## src/rtl/mcycle_unit_pkg.sv

```systemverilog
// Shared multi-cycle multiply/divide definitions: opcodes, FSM states, default widths.
package mcycle_unit_pkg;

    localparam int unsigned MCYCLE_WIDTH = 32;
    localparam int unsigned MCYCLE_CNT_W = 6;

    localparam logic [1:0] MCYCLE_OP_SMUL = 2'b00;
    localparam logic [1:0] MCYCLE_OP_UMUL = 2'b01;
    localparam logic [1:0] MCYCLE_OP_SDIV = 2'b10;
    localparam logic [1:0] MCYCLE_OP_UDIV = 2'b11;

    typedef enum logic [1:0] {
        S_IDLE    = 2'd0,
        S_COMPUTE = 2'd1,
        S_DONE    = 2'd2
    } state_t;

endpackage

```

## src/rtl/mcycle_unit.sv

```systemverilog
// Iterative RV32M multiply/divide: one multiplier or quotient bit per cycle, stalls the
// front end through Busy until the result pair is written.
module mcycle_unit
    import mcycle_unit_pkg::*;
#(
    parameter int unsigned WIDTH = MCYCLE_WIDTH,
    parameter int unsigned CNT_W = MCYCLE_CNT_W
) (
    input  logic             CLK,
    input  logic             RESETn,
    input  logic             Start,
    input  logic [1:0]       MCycleOp,
    input  logic [WIDTH-1:0] Operand1,
    input  logic [WIDTH-1:0] Operand2,
    output logic [WIDTH-1:0] Result1,
    output logic [WIDTH-1:0] Result2,
    output logic             Busy
);

    state_t             state;
    logic [CNT_W-1:0]   count;
    logic               is_div;
    logic               res_neg;
    logic               rem_neg;
    logic               div_zero;
    logic [WIDTH-1:0]   a;
    logic [WIDTH-1:0]   op1_q;
    logic [2*WIDTH-1:0] prod;

    logic               s1;
    logic               s2;
    logic [WIDTH-1:0]   abs1;
    logic [WIDTH-1:0]   abs2;
    logic [WIDTH:0]     mul_sum;
    logic [WIDTH-1:0]   rem_sub;
    logic               no_borrow;
    logic [2*WIDTH-1:0] prod_nx;
    logic [2*WIDTH-1:0] prod_neg;
    logic [WIDTH-1:0]   res1_nx;
    logic [WIDTH-1:0]   res2_nx;
    logic               last;

    // Busy follows Start in IDLE so the stall lands in the same cycle as the request.
    assign Busy = RESETn & ((state == S_IDLE) ? Start : (state == S_COMPUTE));

    assign s1   = ~MCycleOp[0] & Operand1[WIDTH-1];
    assign s2   = ~MCycleOp[0] & Operand2[WIDTH-1];
    assign abs1 = s1 ? WIDTH'(-Operand1) : Operand1;
    assign abs2 = s2 ? WIDTH'(-Operand2) : Operand2;
    assign last = (count == CNT_W'(WIDTH - 1));

    // One iteration: shift-add for multiply, restoring trial-subtract for divide.
    always_comb begin
        mul_sum   = {1'b0, prod[2*WIDTH-1:WIDTH]} + {1'b0, a};
        // Shifted remainder needs WIDTH+1 bits when the divisor exceeds half range.
        no_borrow = (prod[2*WIDTH-1:WIDTH-1] >= {1'b0, a});
        rem_sub   = prod[2*WIDTH-2:WIDTH-1] - a;
        if (is_div) begin
            if (no_borrow) prod_nx = {rem_sub, prod[WIDTH-2:0], 1'b1};
            else           prod_nx = {prod[2*WIDTH-2:0], 1'b0};
        end else if (prod[0]) begin
            prod_nx = {mul_sum, prod[WIDTH-1:1]};
        end else begin
            prod_nx = {1'b0, prod[2*WIDTH-1:1]};
        end
    end

    // Sign fix-up and special cases applied on the final write.
    always_comb begin
        prod_neg = (2*WIDTH)'(-prod_nx);
        res1_nx  = prod_nx[WIDTH-1:0];
        res2_nx  = prod_nx[2*WIDTH-1:WIDTH];
        if (!is_div) begin
            if (res_neg) {res2_nx, res1_nx} = prod_neg;
        end else if (div_zero) begin
            res1_nx = '1;
            res2_nx = op1_q;
        end else begin
            if (res_neg) res1_nx = WIDTH'(-prod_nx[WIDTH-1:0]);
            if (rem_neg) res2_nx = WIDTH'(-prod_nx[2*WIDTH-1:WIDTH]);
        end
    end

    always_ff @(posedge CLK or negedge RESETn) begin
        if (!RESETn) begin
            state    <= S_IDLE;
            count    <= '0;
            is_div   <= 1'b0;
            res_neg  <= 1'b0;
            rem_neg  <= 1'b0;
            div_zero <= 1'b0;
            a        <= '0;
            op1_q    <= '0;
            prod     <= '0;
            Result1  <= '0;
            Result2  <= '0;
        end else begin
            case (state)
                S_IDLE: begin
                    if (Start) begin
                        is_div   <= MCycleOp[1];
                        res_neg  <= s1 ^ s2;
                        rem_neg  <= s1;
                        div_zero <= MCycleOp[1] & (Operand2 == '0);
                        op1_q    <= Operand1;
                        count    <= '0;
                        if (MCycleOp[1]) begin
                            a    <= abs2;
                            prod <= {{WIDTH{1'b0}}, abs1};
                        end else begin
                            a    <= abs1;
                            prod <= {{WIDTH{1'b0}}, abs2};
                        end
                        state <= S_COMPUTE;
                    end
                end
                S_COMPUTE: begin
                    prod  <= prod_nx;
                    count <= count + CNT_W'(1);
                    if (last) begin
                        Result1 <= res1_nx;
                        Result2 <= res2_nx;
                        state   <= S_DONE;
                    end
                end
                // The issuing instruction is still in E here; never restart from DONE.
                S_DONE:  state <= S_IDLE;
                default: state <= S_IDLE;
            endcase
        end
    end

endmodule

```

## config.mk

```make
export PLATFORM = sky130hd
export DESIGN_NAME = mcycle_unit
export DESIGN_NICKNAME = d
export VERILOG_FILES = /design/src/rtl/mcycle_unit_pkg.sv /design/src/rtl/mcycle_unit.sv
export SDC_FILE = /design/constraint.sdc
export NUM_CORES = 1
export LEC_CHECK = 0
export BUFFER_PORTS_ARGS = -buffer_cell sky130_fd_sc_hd__buf_2
export CAP_MARGIN = 20
export CORE_ASPECT_RATIO = 2
export CORE_MARGIN = 2
export CORE_UTILIZATION = 50
export CTS_BUF_LIST = sky130_fd_sc_hd__clkbuf_16
export CTS_CLUSTER_SIZE = 28
export DETAILED_ROUTE_END_ITERATION = 12
export GPL_ROUTABILITY_DRIVEN = 0
export PLACE_DENSITY = 0.69
export REMOVE_ABC_BUFFERS = 1
export SLEW_MARGIN = 20
export SYNTH_ARGS = -nofsm -noshare
export SYNTH_HDL_FRONTEND = slang
export SYNTH_SLANG_ARGS = --single-unit
```

## constraint.sdc

```tcl
create_clock -name CLK -period 5.8 [get_ports CLK]
set_input_delay 0.58 -clock CLK [delete_from_list [all_inputs] [get_ports CLK]]
set_output_delay 0.58 -clock CLK [all_outputs]
set_load 0.005 [all_outputs]
```

==> flow_summary_export.csv, run 1 <==
group,metric,value,unit
outcome,status,"finished, final reports clean",
clock_network,cts_made_buffers,23,
floorplanning,core-area,36200,sq um
critical_path,critPathMaxFanout,20,
sta,rsz0062_at_grt,"no",
drt,drcViolationCount,0,
sta,clock_skew,0.0156,ns
clock_network,h-tree-depth,1,
sta,clock.fmax,0.184,GHz
worst_hold_path,min_path_cells,3,
drt,drt-pass1-iter-count,5,
worst_hold_path,worstHoldStart,"Operand1[29]",
clock_network,clkLatencyLatePin,0.55,ns
global_routing,antenna_found_initial,2,
worst_hold_path,hp-class,"primary input to flop",
final_layout,final_common_cell,"nand2_1",
critical_path,end_kind,"flop",
drt,drtIter0Drc,1973,
critical_path,critPathLaunchType,"flop",
floorplanning,fp.dieW,139,um
yosys,async_flop_share,100,%
flow_run,drv_cap,0,
clock_network,cts_root_buffer,"clkbuf_16",
global_routing,overflow,0,
yosys,yosys_warnings,0,
critical_path,worst_r2r_endpoint,"Result2[27]",
drt,vias_per_cell,6.63,
critical_path,r2r_slack,0.37,ns
drt,drt-total-wl,66.7,mm
drt,dr_total_vias,19054,
clock_network,cts_tree,"done",
critical_path,cp.arrival,5.84,ns
clock_network,clk_pin_slew,0.06,ns
sta,hold_viol,0,
yosys,ys_ff_latch,204,
global_routing,grt_start_max_net_pins,81,
placed_design,hpwl,50.3,mm
final_layout,final_cell_mix,"354 x nand2_1, 220 x o21ai_0, 202 x dfrtp_1",
sta,min_period,5.43,ns
yosys,synth_ff_type,"dfrtp_1",
sta,slew_headroom,29.3,%
drt,antenna_left,0,
yosys,synth_edf_count,0,
critical_path,required,6.21,ns
final_layout,finalNetCount,2542,
final_layout,final_area,20000,sq um
floorplanning,die_h,274,um
final_layout,synthToLayoutAreaGrowth,9.53,%
floorplanning,initial_core_util,50.4,%
clock_network,clkSinkCount,204,
placed_design,port_buffers,133,
placed_design,postPlaceCellArea,19300,sq um
critical_path,critical_path_class,"flop to flop",
worst_hold_path,min_to,"op1_q[29]",
floorplanning,ios,134,
floorplanning,die-area,38100,sq um
global_routing,grt_pass1_wl,103,mm
drt,wl_per_cell,23.2,um
yosys,synth_cell_types,104,
sta,finalSetupViolations,0,
critical_path,reg2reg_depth,14,
yosys,synthCells,2344,
global_routing,grtUsageTotal,34.1,%
yosys,yosysSeqAreaShare,28.0,%
yosys,avgSynthCellArea,7.78,sq um
floorplanning,rows,99,
sta,worst_pin_slew,1.06,ns
yosys,syn_area,18200,sq um
sta,tns,0,ns
sta,finalCritPeriodShare,93.5,%
clock_network,cts_setup_buffers,0,
final_layout,fill_cells,3502,
global_routing,grt_pass1_vias,17790,
critical_path,r2r-start,"prod[55]",
clock_network,clock_path_buffers,3,
final_layout,drive_above_1_share,12.0,%
sta,maxSlewViolCount,0,
[critical path, stage by stage, from the launching register on]
cell       delay [ns]
dfrtp_1          0.44
ha_1             0.44
and4_4           0.27
nor3b_4          0.16
a2111oi_4        0.32
o211a_2          0.26
buf_4            0.24
nand3_2          0.55
o221a_1          0.52
nor3b_1          0.51
nand2_1          0.55
o21ai_1          0.26
o41ai_1          0.09
a2111oi_0        0.54
a21oi_1          0.14
[cell usage after synthesis, drive strengths merged (34+ instances only)]
master | n | area, sq um
nor3 | 64 | 325
buf | 36 | 211
o221ai | 34 | 298
xor2 | 72 | 631
dfrtp | 204 | 5100
clkbuf | 120 | 452
xnor2 | 86 | 753
nor2 | 160 | 601
a21oi | 151 | 775
o31ai | 35 | 263
inv | 81 | 304
o211ai | 42 | 315
ha | 69 | 863
nand4 | 35 | 240
mux2i | 49 | 490
o21ai | 232 | 1170
nand2 | 357 | 1350
[worst max path at each step]
| stage | endpoint | slack (ns) | startpoint |
|---|---|---|---|
| floorplan | Result2[22] | -2.01 | is_div |
| finish | Result2[27] | 0.37 | prod[55] |
| CTS | Result2[30] | 0.44 | prod[55] |
| global placement | Result2[22] | 0.59 | prod[55] |
| global route | Result2[30] | 0.13 | a[3] |
| detailed placement | Result2[30] | 0.46 | prod[55] |
[per-stage QoR]
| step | util, % | instances | hold slack [ns] | worst slack [ns] |
|---|---|---|---|---|
| detailed placement | 53.3 | 2830 | 0.458 | 0.462 |
| CTS | 55.2 | 2871 | 0.279 | 0.439 |
| global route | 55.2 | 2873 | 0.295 | 0.125 |
| global placement | 53.3 | 2830 | 0.455 | 0.587 |
| floorplan | - | 2188 | 0.284 | -2.01 |
| finish | 55.2 | 2873 | 0.291 | 0.374 |
[cells by family (layout without fill, tap and decap cells)]
logic type	Yosys count	in the layout	synth area share, %
flip-flops	204	204	28.0
XOR/XNOR	158	158	7.59
AO/OA/AOI/OAI	786	786	29.5
buffers and inverters	237	310	5.30
AND/OR/NAND/NOR	833	833	21.7
multiplexers	55	55	3.06
adder cells (fa/ha/maj)	71	71	4.95
other	0	2	0
[registers in the layout, summed over array words and instances (netlist names)]
register and flops:
rem_neg 1, div_zero 1, Result1 32, a 32
res_neg 1, state 2, count 6, Result2 32
is_div 1, op1_q 32, prod 64
[per-layer routing]
metal  routed length [um]  vias to the layer above  GRT usage [%]
met5                    0                        -              0
met4                 5900                        0           25.7
met3                 5260                      210           4.02
met2                29800                     1024           53.0
met1                25800                     9067           43.4
li1                     -                     8753              -
[what timing repair did]
item / in CTS / in global routing
hold endpoints to repair: 46 / 0
endpoints found under the setup margin: 0 / 2
hold buffers: 1 / 0
resized for setup: 0 / 1
[cell type report]
cell class | count | area (sq um) | area share [%]
sequential | 204 | 5110 | 25.6
clock buffer | 23 | 576 | 2.88
antenna | 2 | 5.00 | 0.0251
tap | 454 | 568 | 2.84
inverter | 81 | 304 | 1.52
multi-input combinational | 1903 | 12200 | 61.1
timing repair buffer | 189 | 1100 | 5.51
clock inverter | 17 | 116 | 0.582
Power of run 1 is not shown: default switching activity piles up to over one toggle a cycle in this logic, so the estimate is an artifact.
==> inputs of run 2 (changes only) <==
PLACE_DENSITY = 0.67   (was 0.69)
==> run 2 against run 1 <==
- the run now ends with hold timing left
- wire length rose by 1.5%
- critical path depth rose by 3
- die area did not move
- utilization rose by 0.052 points
- fmax fell by 2.2%
- clock skew rose by 0.0093 ns
- first-iteration DRC count fell by 2.9%
- cell count fell by 0.24%
- worst hold slack got worse by 0.34 ns
- flip-flop and latch count did not move
- count of clock-buffer cells in the layout did not move
- largest cell class unchanged
==> flow_summary_export.csv, run 2 (synthesis results as in run 1) <==
group,metric,value,unit
placed_design,preCtsSetupSlack,0.184,ns
sta,hold_slack,-0.0485,ns
critical_path,critical_path_class,"flop to flop",
final_layout,final_cell_mix,"354 x nand2_1, 220 x o21ai_0, 202 x dfrtp_1",
clock_network,h-tree-depth,1,
drt,dr_total_vias,19023,
sta,worst_pin_slew,1.20,ns
drt,drt-pass1-iter-count,6,
final_layout,instances_no_fill,2866,
clock_network,clkSinkCount,204,
clock_network,clk_pin_slew,0.07,ns
sta,slew_headroom,19.8,%
sta,fin_ws,0.252,ns
floorplanning,die_h,274,um
global_routing,antenna_found_initial,0,
drt,antenna_left,0,
worst_hold_path,hp-class,"primary input to async pin",
sta,clock_skew,0.0249,ns
final_layout,finalNetCount,2535,
clock_network,clkLatencyLatePin,0.55,ns
floorplanning,initial_core_util,50.4,%
final_layout,largest_reg_flops,64,
floorplanning,ios,134,
final_layout,ff_latch_area,5110,sq um
global_routing,grt_pass1_wl,104,mm
final_layout,diodes,0,
sta,finalCritPeriodShare,95.7,%
placed_design,hpwl,50.4,mm
critical_path,r2r-start,"prod[55]",
drt,drt-total-wl,67.7,mm
flow_run,drv_cap,0,
critical_path,reg2reg_depth,17,
final_layout,multi_input_area,12200,sq um
drt,wl_per_cell,23.6,um
critical_path,worst_r2r_endpoint,"Result2[22]",
global_routing,grtUsageTotal,34.5,%
final_layout,regMostFlops,"prod",
sta,hold_viol,12,
final_layout,synthToLayoutAreaGrowth,9.63,%
clock_network,cts_tree,"done",
critical_path,r2r_slack,0.25,ns
clock_network,cts_made_buffers,23,
drt,drcViolationCount,0,
clock_network,clock_path_buffers,3,
floorplanning,core-area,36200,sq um
placed_design,port_buffers,133,
final_layout,drive_above_1_share,12.1,%
global_routing,grt_pass1_vias,17540,
critical_path,cp.arrival,5.99,ns
outcome,status,"complete, but fails checks",
drt,vias_per_cell,6.64,
drt,drtIter0Drc,1916,
critical_path,critPathLaunchType,"flop",
placed_design,placedCellCount,2821,
final_layout,fill_cells,3495,
floorplanning,fp.dieW,139,um
critical_path,required,6.24,ns
final_layout,final_common_cell,"nand2_1",
global_routing,overflow,0,
final_layout,utilization,55.3,%
sta,maxSlewViolCount,0,
floorplanning,die-area,38100,sq um
sta,min_period,5.55,ns
clock_network,cts_root_buffer,"clkbuf_16",
floorplanning,rows,99,
critical_path,critPathMaxFanout,16,
critical_path,end_kind,"flop",
global_routing,grt_start_max_net_pins,132,
sta,finalSetupViolations,0,
sta,clock.fmax,0.180,GHz
outcome,violations,"hold timing",
run 2: critical path, stage by stage, from the launching register on:
cell and delay, ns:
dfrtp_1 0.44, ha_1 0.45, and4_4 0.27, nor3b_4 0.17, a2111oi_4 0.35, o211a_4 0.38, a41o_1 0.33, ha_1 0.24
nand3_1 0.09, nand2b_1 0.17, buf_4 0.17, nor3_1 0.51, a21oi_1 0.21, or4_1 0.61, or2_1 0.34, o311ai_1 0.28
a21oi_1 0.11, o41ai_1 0.32
run 2: cell type report:
| cell class | instances | share of cell area [%] |
|---|---|---|
| multi-input combinational | 1903 | 61.1 |
| sequential | 204 | 25.6 |
| timing repair buffer | 182 | 5.29 |
| clock buffer | 23 | 2.88 |
| tap | 454 | 2.84 |
| inverter | 81 | 1.52 |
| clock inverter | 19 | 0.820 |
run 2: worst max path at each step:
stage | start | end | slack (ns) | cells after the start
floorplan | is_div | Result2[22] | -2.01 | 12
global placement | prod[55] | Result2[27] | 0.27 | 15
detailed placement | prod[55] | Result2[27] | 0.18 | 15
CTS | prod[55] | Result2[27] | 0.16 | 15
global route | prod[55] | Result2[30] | -0.01 | 14
finish | prod[55] | Result2[22] | 0.25 | 17
run 2: through the flow:
step / setup TNS (ns) / hold WS [ns] / cell area [sq um]
2_1_floorplan: -53.12 / 0.284 / 17600
6_report: 0 / -0.0485 / 20000
5_1_grt: -0.0116 / 0.0491 / 20000
3_3_place_gp: 0 / 0.450 / 19200
3_5_place_dp: 0 / 0.459 / 19200
4_1_cts: 0 / 0.0222 / 20000
run 2: layer usage:
metal,wire length (um),vias to the layer above,global-route usage (%)
met3,4710,213,3.79
li1,-,8727,-
met2,30700,952,54.4
met1,26700,9131,44.3
met4,5650,0,24.3
met5,0,-,0
run 2: timing repair:
item,CTS,global route
setup endpoints to repair,0,11
gates resized for setup,0,4
buffers inserted,0,3
hold buffers,0,0
Power of run 2 is left out for the same reason.
